File: config.mk
export PLATFORM = sky130hd
export DESIGN_NAME = tx_dpdm
export DESIGN_NICKNAME = d
export VERILOG_FILES = /design/src/rtl/usb_pkg.sv /design/src/rtl/counter.sv /design/src/rtl/mux2to1.sv /design/src/rtl/register.sv /design/src/rtl/tx_dpdm.sv
export SDC_FILE = /design/constraint.sdc
export NUM_CORES = 1
export LEC_CHECK = 0
export ABC_CLOCK_PERIOD_IN_PS = 3600
export CORE_MARGIN = 4
export CORE_UTILIZATION = 55
export DETAILED_ROUTE_END_ITERATION = 8
export PLACE_DENSITY = 0.88
export SETUP_SLACK_MARGIN = 0.02
export SLEW_MARGIN = 10
export SYNTH_ARGS = -nofsm -noshare
export SYNTH_HDL_FRONTEND = slang
export SYNTH_SLANG_ARGS = --single-unit
File: constraint.sdc
create_clock -name clk -period 3.6 [get_ports clk]
set_input_delay 0.72 -clock clk [delete_from_list [all_inputs] [get_ports clk]]
set_output_delay 0.72 -clock clk [all_outputs]
set_load 0.005 [all_outputs]
File: src/rtl/usb_pkg.sv
// Shared USB line-level definitions: line-state encodings, packet bit limits
// and the transmit line-driver state enum.
package usb_pkg;

    localparam logic [1:0] LINE_J = 2'b10;
    localparam logic [1:0] LINE_K = 2'b01;
    localparam logic [1:0] LINE_X = 2'b00;

    localparam logic [6:0] DATA_BITS   = 7'd101;
    localparam logic [6:0] HSHAKE_BITS = 7'd8;

    typedef enum logic [2:0] {
        TX_IDLE,
        TX_SYNC,
        TX_DATA,
        TX_EOP1,
        TX_EOP2,
        TX_EOPJ
    } tx_state_e;

    // SYNC pattern KJKJKJKK: odd symbols are J except the closing K.
    function automatic logic [1:0] sync_symbol(input logic [2:0] idx);
        return (idx[0] && (idx != 3'd7)) ? LINE_J : LINE_K;
    endfunction

endpackage

File: src/rtl/counter.sv
// Up-counter with synchronous clear (priority) and count enable.
module counter #(
    parameter int W = 7
) (
    input  logic         clk,
    input  logic         rst_n,
    input  logic         clr_i,
    input  logic         en_i,
    output logic [W-1:0] cnt_o
);

    logic [W-1:0] cnt_q;
    logic [W-1:0] cnt_d;

    always_comb begin
        cnt_d = cnt_q;
        if (clr_i) begin
            cnt_d = '0;
        end else if (en_i) begin
            cnt_d = cnt_q + W'(1);
        end
    end

    always_ff @(posedge clk or negedge rst_n) begin
        if (!rst_n) begin
            cnt_q <= '0;
        end else begin
            cnt_q <= cnt_d;
        end
    end

    assign cnt_o = cnt_q;

endmodule

File: src/rtl/mux2to1.sv
// Two-input multiplexer: y = sel ? b : a.
module mux2to1 #(
    parameter int W = 7
) (
    input  logic         sel_i,
    input  logic [W-1:0] a_i,
    input  logic [W-1:0] b_i,
    output logic [W-1:0] y_o
);

    assign y_o = sel_i ? b_i : a_i;

endmodule

File: src/rtl/register.sv
// Load-enable register with synchronous clear (priority).
module register #(
    parameter int W = 7
) (
    input  logic         clk,
    input  logic         rst_n,
    input  logic         clr_i,
    input  logic         en_i,
    input  logic [W-1:0] d_i,
    output logic [W-1:0] q_o
);

    logic [W-1:0] q_q;
    logic [W-1:0] q_d;

    always_comb begin
        q_d = q_q;
        if (clr_i) begin
            q_d = '0;
        end else if (en_i) begin
            q_d = d_i;
        end
    end

    always_ff @(posedge clk or negedge rst_n) begin
        if (!rst_n) begin
            q_q <= '0;
        end else begin
            q_q <= q_d;
        end
    end

    assign q_o = q_q;

endmodule

File: src/rtl/tx_dpdm.sv
// Transmit-side USB D+/D- line driver: SYNC, NRZI bits as J/K, EOP (SE0,SE0,J),
// then bus release. Line state and bus enable are registered.
module tx_dpdm
    import usb_pkg::*;
(
    input  logic       clk,
    input  logic       rst_n,
    input  logic       send_data,
    input  logic       send_hshake,
    input  logic       abort,
    input  logic       s_in,
    input  logic       s_valid,
    input  logic       s_last,
    output logic       bit_req,
    output logic [1:0] bus_out,
    output logic       bus_en,
    output logic       tx_busy,
    output logic       tx_done,
    output logic       tx_error,
    output tx_state_e  dbg_state_o
);

    tx_state_e  state_q, state_d;
    logic [2:0] sync_q, sync_d;
    logic [1:0] bus_q, bus_d;
    logic       en_q, en_d;
    logic       done_q, done_d;

    logic       start;
    logic       take;
    logic       consume;
    logic       is_hshake;
    logic       load_limit;
    logic [6:0] bit_cnt;
    logic [6:0] cnt_inc;
    logic [6:0] limit_mux;
    logic [6:0] limit_q;
    logic       req_c;
    logic       err_c;

    assign start      = send_hshake | send_data;
    assign load_limit = (state_q == TX_IDLE) && start && !abort;
    assign is_hshake  = (limit_q == HSHAKE_BITS);
    assign cnt_inc    = bit_cnt + 7'd1;

    // The bit pull starts on the last SYNC cycle so the first data bit follows
    // the closing K without a gap.
    assign take    = (state_q == TX_DATA) || ((state_q == TX_SYNC) && (sync_q == 3'd7));
    assign consume = take && s_valid && !abort;

    mux2to1 #(.W(7)) u_limit_mux (
        .sel_i (send_hshake),
        .a_i   (DATA_BITS),
        .b_i   (HSHAKE_BITS),
        .y_o   (limit_mux)
    );

    register #(.W(7)) u_limit_reg (
        .clk   (clk),
        .rst_n (rst_n),
        .clr_i (abort),
        .en_i  (load_limit),
        .d_i   (limit_mux),
        .q_o   (limit_q)
    );

    counter #(.W(7)) u_bit_cnt (
        .clk   (clk),
        .rst_n (rst_n),
        .clr_i (abort || (state_q == TX_IDLE)),
        .en_i  (consume),
        .cnt_o (bit_cnt)
    );

    // Bit handshake: bit_req is the ready; a bit transfers in any cycle where
    // both bit_req and s_valid are high. Dropping s_valid while bit_req is high
    // is an underrun and ends the packet.
    always_comb begin
        state_d = state_q;
        sync_d  = sync_q;
        bus_d   = bus_q;
        en_d    = en_q;
        done_d  = 1'b0;
        req_c   = 1'b0;
        err_c   = 1'b0;

        case (state_q)
            TX_IDLE: begin
                bus_d  = LINE_J;
                en_d   = 1'b0;
                sync_d = 3'd0;
                if (start) begin
                    state_d = TX_SYNC;
                    bus_d   = sync_symbol(3'd0);
                    en_d    = 1'b1;
                end
            end
            TX_SYNC: begin
                if (sync_q != 3'd7) begin
                    sync_d = sync_q + 3'd1;
                    bus_d  = sync_symbol(sync_q + 3'd1);
                end
            end
            TX_DATA: begin
            end
            TX_EOP1: begin
                bus_d   = LINE_X;
                state_d = TX_EOP2;
            end
            TX_EOP2: begin
                bus_d   = LINE_X;
                state_d = TX_EOPJ;
            end
            TX_EOPJ: begin
                bus_d   = LINE_J;
                done_d  = 1'b1;
                state_d = TX_IDLE;
            end
            default: begin
                state_d = TX_IDLE;
            end
        endcase

        if (take) begin
            req_c = 1'b1;
            if (s_valid) begin
                bus_d   = s_in ? LINE_J : LINE_K;
                state_d = TX_DATA;
                if (s_last) begin
                    state_d = TX_EOP1;
                    err_c   = is_hshake && (cnt_inc != HSHAKE_BITS);
                end else if (cnt_inc == limit_q) begin
                    state_d = TX_EOP1;
                    err_c   = 1'b1;
                end
            end else begin
                // Underrun: the first SE0 goes out immediately, so skip EOP1.
                bus_d   = LINE_X;
                err_c   = 1'b1;
                state_d = TX_EOP2;
            end
        end

        if (abort) begin
            state_d = TX_IDLE;
            sync_d  = 3'd0;
            bus_d   = LINE_J;
            en_d    = 1'b0;
            done_d  = 1'b0;
            req_c   = 1'b0;
            err_c   = 1'b0;
        end
    end

    always_ff @(posedge clk or negedge rst_n) begin
        if (!rst_n) begin
            state_q <= TX_IDLE;
            sync_q  <= 3'd0;
            bus_q   <= LINE_J;
            en_q    <= 1'b0;
            done_q  <= 1'b0;
        end else begin
            state_q <= state_d;
            sync_q  <= sync_d;
            bus_q   <= bus_d;
            en_q    <= en_d;
            done_q  <= done_d;
        end
    end

    assign bit_req     = req_c;
    assign tx_error    = err_c;
    assign bus_out     = bus_q;
    assign bus_en      = en_q;
    assign tx_done     = done_q;
    assign tx_busy     = (state_q != TX_IDLE);
    assign dbg_state_o = state_q;

endmodule
# Word-level counts from Yosys, hierarchy flattened
# Index checks and enable logic that the tools add are counted.
# totals
regBits,24
out_inout_bits,10
wordCells,82
input_bits,8
# classes
bitwise,1
n_addsub,2
n_mux,35
n_eq_ne,15
reduce_logical,22
# ops
operator,n
$mux 7,5
$mux 3,6
$mux 1,14
$mux 2,7
$pmux 3 s4,1
$eq 3x3->1 const B,3
$pmux 2 s4,1
$add 7x1->7 const B,1
$eq 7x4->1 const B,1
$eq 7x7->1,1
$logic_and 1x1->1,7
$ne 7x4->1 const B,1
$eq 3x2->1 const B,2
$ne 3x3->1 const B,2
$pmux 3 s2,1
$reduce_and 2->1,3
$reduce_bool 2->1,3
$reduce_bool 3->1,2
$reduce_bool 6->1,1
$ne 4x3->1 const B,1
$ne 4x4->1 const B,1
$reduce_or 2->1,2
$add 3x1->3 const B,1
$eq 3x1->1 const B,1
6 further kinds,7

# Longest topological paths before layout
# logic_depth
depth_word,8
mapped_depth,7
depth_no_buf,7

# Hierarchy
# From an unflattened synthesis, not the netlist that was laid out.
# hier_totals
cells_unflattened,180
hier_area_um2,1676.6
# by_module_without_submodules
mod,instances,area_each_um2,cells_per_inst,seq_area_each_um2
tx_dpdm,1,969.7,121,251.5
counter,1,307.8,29,175.2
register,1,282.8,22,175.2
mux2to1,1,116.4,8,0.0

# Worst setup path before layout
# No wires, ideal clock.
# synth_timing
kind,register to output
from,"register u_bit_cnt.cnt_q[0], in the netlist u_bit_cnt.cnt_o[0]"
to,output tx_error
required_ns,2.880
arrival_time_ns,1.670
path_slack_ns,1.210
path_stages_with_launch,8
path_buffers,1
cell_sequence,dfrtp_1 -> ha_1 -> buf_2 -> xnor2_1 -> o31ai_1 -> nand4b_1 -> or3_1 -> o22ai_1
# synth_between
elab_chain_len,7
word_cells_on_any_way,9
classes_between,1 x add/sub; 2 x eq/ne; 5 x mux; 1 x reduce/logical
# synth_rtl
item,line,source
start: declaration,counter.sv:12,logic [W-1:0] cnt_q;
start signal: assignment,counter.sv:28,cnt_q <= cnt_d;
$add 7x1->7 (*),tx_dpdm.sv:44,assign cnt_inc = bit_cnt + 7'd1;
$eq 7x7->1 or $ne 7x4->1 (tied branches),"tx_dpdm.sv:132, tx_dpdm.sv:131",
$mux 1 or $logic_and 1x1->1 (tied branches),"tx_dpdm.sv:132, tx_dpdm.sv:131",
$mux 1 (*),tx_dpdm.sv:129,if (s_last) begin
$mux 1 (*),tx_dpdm.sv:126,if (s_valid) begin
$mux 1 (*),tx_dpdm.sv:124,if (take) begin
$mux 1 (*),tx_dpdm.sv:144,if (abort) begin
end: declaration,tx_dpdm.sv:19,"output logic tx_error,"
# Mark *: on every way between the ends. The rest lies on a longest branch, timed or not.

# Worst setup path in the final report
# Same ends and word-level chain as after synthesis.

==> reports/results.tsv <==
stage	metric	value	unit
outcome	status	finished, final reports clean	
yosys	async_flop_share	100	%
final_layout	insertedDiodeCount	0	
yosys	synth-main-ff-cell	dfrtp_1	
yosys	ys_seq_area_share	39.2	%
critical_path	cpPeakStageDelay	0.54	ns
yosys	synth_nets	150	
timing	finalSetupViolations	0	
clocking	cts_inserted_buffers	3	
yosys	synthTopCellsByArea	dfrtp_1 37%, xnor2_1 5.8%, nor2_1 4.9%	
floorplan	die_x	55.0	um
critical_path	crit-reg2reg-launch	sync_q[0]	
global_routing	grt_pass1_wl	4370	um
critical_path	crit_required	2.88	ns
power	power.leakage	0.578	nW
timing	fmax	0.293	GHz
yosys	synth_edf_count	0	
place	hpwlAfterDp	1980	um
detailed_routing	initialDrtViolationCount	45	
floorplan	num_io_pins	18	
timing	min_period_over_period	94.9	%
global_routing	grt_use_total	20.2	%
yosys	yosys_warnings	0	
detailed_routing	wl	2630	um
detailed_routing	drt-wirelength-per-cell	14.6	um
timing	slew_viol_final	0	
yosys	synth.avg_cell_area	8.81	um2
floorplan	dieArea	0.00303	mm2
detailed_routing	drcViolationCount	0	
timing	layout_min_cycle_time	3.42	ns
timing	setup_tns	0	ns
timing	rsz0062_at_grt	false	
yosys	synth_cells	138	
global_routing	grt_pass1_vias	974	
yosys	yosysTopAreaCell	dfrtp_1	
critical_path	cp_max_fo	7	
timing	fin_skew	0.00242	ns
clocking	cts_max_path_buffers	2	
place	post-place-cells	176	
place	port_buffers	17	
floorplan	start_util	60.1	%
clocking	cts-htree-levels	1	
clocking	cts-resized-gates	0	
yosys	synth_top_area_share	37.0	%
critical_path	worstPathCellList	ha_1, xnor2_1, o31ai_1, nand4b_1, or3_1, o22ai_1, clkdlybuf4s50_1	
final_layout	drive_above_1_share	10.5	%
global_routing	grt_max_degree	20	
clocking	cts_num_sinks	19	
final_layout	finalNetCount	166	
detailed_routing	via_per_inst	5.91	
timing	slew_headroom	42.9	%
timing	tightestPinTransition	0.854	ns
critical_path	start_kind	flip-flop	
critical_path	end_kind	output port	
yosys	yosysUniqueCellTypes	40	
critical_path	cp_data_arrival_time	2.70	ns
critical_path	criticalPathCategory	reg2out	
clocking	tritoncts	done	
clocking	clock_latency	0.30	ns
final_layout	fill_cells	163	
critical_path	crit_start	u_bit_cnt.cnt_o[0]	
yosys	netlist_area	0.00122	mm2
detailed_routing	vias	1063	
global_routing	overflow	0	
flow_run	cap_viol_max_count	0	
floorplan	die_y	55.0	um
yosys	synth-seq-cells	19	
detailed_routing	dr.pass1.iters	4	
clocking	cts_hold_buf	0	
timing	hold_viol	0	
floorplan	fp-row-count	16	
place	place_congestion	0.943	
clocking	post_cts_buffers	0	
clocking	cts.clk_slew.worst_paths	0.11	ns
power	irDropWorstVdd	0.248	mV
worst_hold_path	hold_start	bus_out[1]	
floorplan	core-area	0.00202	mm2
final_layout	finalNonFillerCells	180	
critical_path	r2r_slack	1.73	ns
power	power_density	284	mW/mm2
detailed_routing	detail-route-antenna-nets	0	
final_layout	area.growth.synth_to_final	16.0	%
worst_hold_path	hold_path_class	reg2reg	
critical_path	crit_slowest_cell	clkdlybuf4s50_1	
global_routing	antenna_found_initial	0	
clocking	ctsRootBufferMaster	clkbuf_4	
==> worst max-delay path, delay by kind of cell (launching register included) <==
kind                       cells  cell delay [ns]
DFF                            1             0.48
buffers and inverters          1             0.54
and+or+nand+nor                2             0.47
AOI/OAI and AO/OA              2             0.41
adders and majority gates      1             0.33
xor gates and xnor gates       1             0.18
==> cells by family (layout without fill, tap and decap cells) <==
family / count (synthesis) / count (layout) / share of synthesized area (%)
buffers and inverters: 14 / 29 / 5.66
DFF: 19 / 19 / 39.2
and+or+nand+nor: 55 / 55 / 23.9
AOI/OAI and AO/OA: 35 / 35 / 19.2
xor gates and xnor gates: 11 / 11 / 7.92
adders and majority gates: 4 / 4 / 4.12
==> metrics by stage <==
| step | instance area [um2] | hold slack [ns] | util [%] | total power, mW | setup slack [ns] |
|---|---|---|---|---|---|
| finish | 1410 | 0.477 | 69.8 | 0.400 | 0.182 |
| global route | 1410 | 0.506 | 69.8 | 0.420 | 0.0325 |
| CTS | 1410 | 0.480 | 69.8 | 0.402 | 0.203 |
| detailed placement | 1390 | 0.464 | 68.5 | 0.294 | 0.407 |
| global placement | 1390 | 0.452 | 68.5 | 0.292 | 0.435 |
| floorplan | 1220 | 0.424 | - | 0.264 | 1.21 |
==> cell type report <==
class                           instances  area (um2)  area share [%]
Sequential cell                        19         477            33.8
Clock buffer                            4        26.3            1.86
Timing Repair Buffer                   18         178            12.6
Tap cell                               27        33.8            2.39
Multi-Input combinational cell        105         671            47.5
Inverter                                7        26.3            1.86
==> path summary, 6_finish.rpt <==
kind	to	depth (start not counted)
max	tx_error	7
min	bus_out[1]	2
max reg2reg	bus_out[1]	7
min reg2reg	bus_out[1]	2
max in group asynchronous	u_bit_cnt.cnt_o[4]	1
min in group asynchronous	dbg_state_o[2]	1
==> cells in the final DEF (no fill, tap or decap), types with 2 or more instances in the layout <==
cell and instances:
dfrtp_1 18, clkdlybuf4s50_1 17, nor2_1 16, nand2_1 15, a21oi_1 11, xnor2_1 8, inv_1 6, nor3_1 6
o21ai_1 6, nand3_1 4, ha_1 4, nor3_2 3, xor2_1 3, o21ai_0 3, nand2b_1 3, clkbuf_4 3
o22ai_1 2, a22oi_1 2, a211oi_1 2
==> registers in the layout, summed over array words and instances (netlist names) <==
name,cells
tx_done,1
bus_out,2
u_limit_reg.q_o,2
dbg_state_o,3
bus_en,1
sync_q,3
u_bit_cnt.cnt_o,7
==> cell usage after synthesis (2+ instances only) <==
| cell type | instances |
|---|---|
| dfrtp_1 | 18 |
| nor2_1 | 16 |
| nand2_1 | 15 |
| a21oi_1 | 11 |
| xnor2_1 | 8 |
| inv_1 | 6 |
| nor3_1 | 6 |
| o21ai_1 | 6 |
| buf_2 | 4 |
| ha_1 | 4 |
| nand3_1 | 4 |
| nand2b_1 | 3 |
| nor3_2 | 3 |
| o21ai_0 | 3 |
| xor2_1 | 3 |
| a211oi_1 | 2 |
| a22oi_1 | 2 |
| o22ai_1 | 2 |
==> per-layer routing <==
metal,global-route usage (%),part of all wire [%]
met1,26.5,43
met2,33.3,51
met3,2.41,5.5
met4,8.50,0.87
met5,0,0
==> power breakdown <==
group	switching, mW	internal [mW]	total [mW]	leakage [nW]
registers	0.00859	0.221	0.229	0.256
clock network	0.0666	0.0431	0.110	0.0150
logic	0.0294	0.0319	0.0613	0.307
No activity file was read; power rests on OpenSTA's default activity.
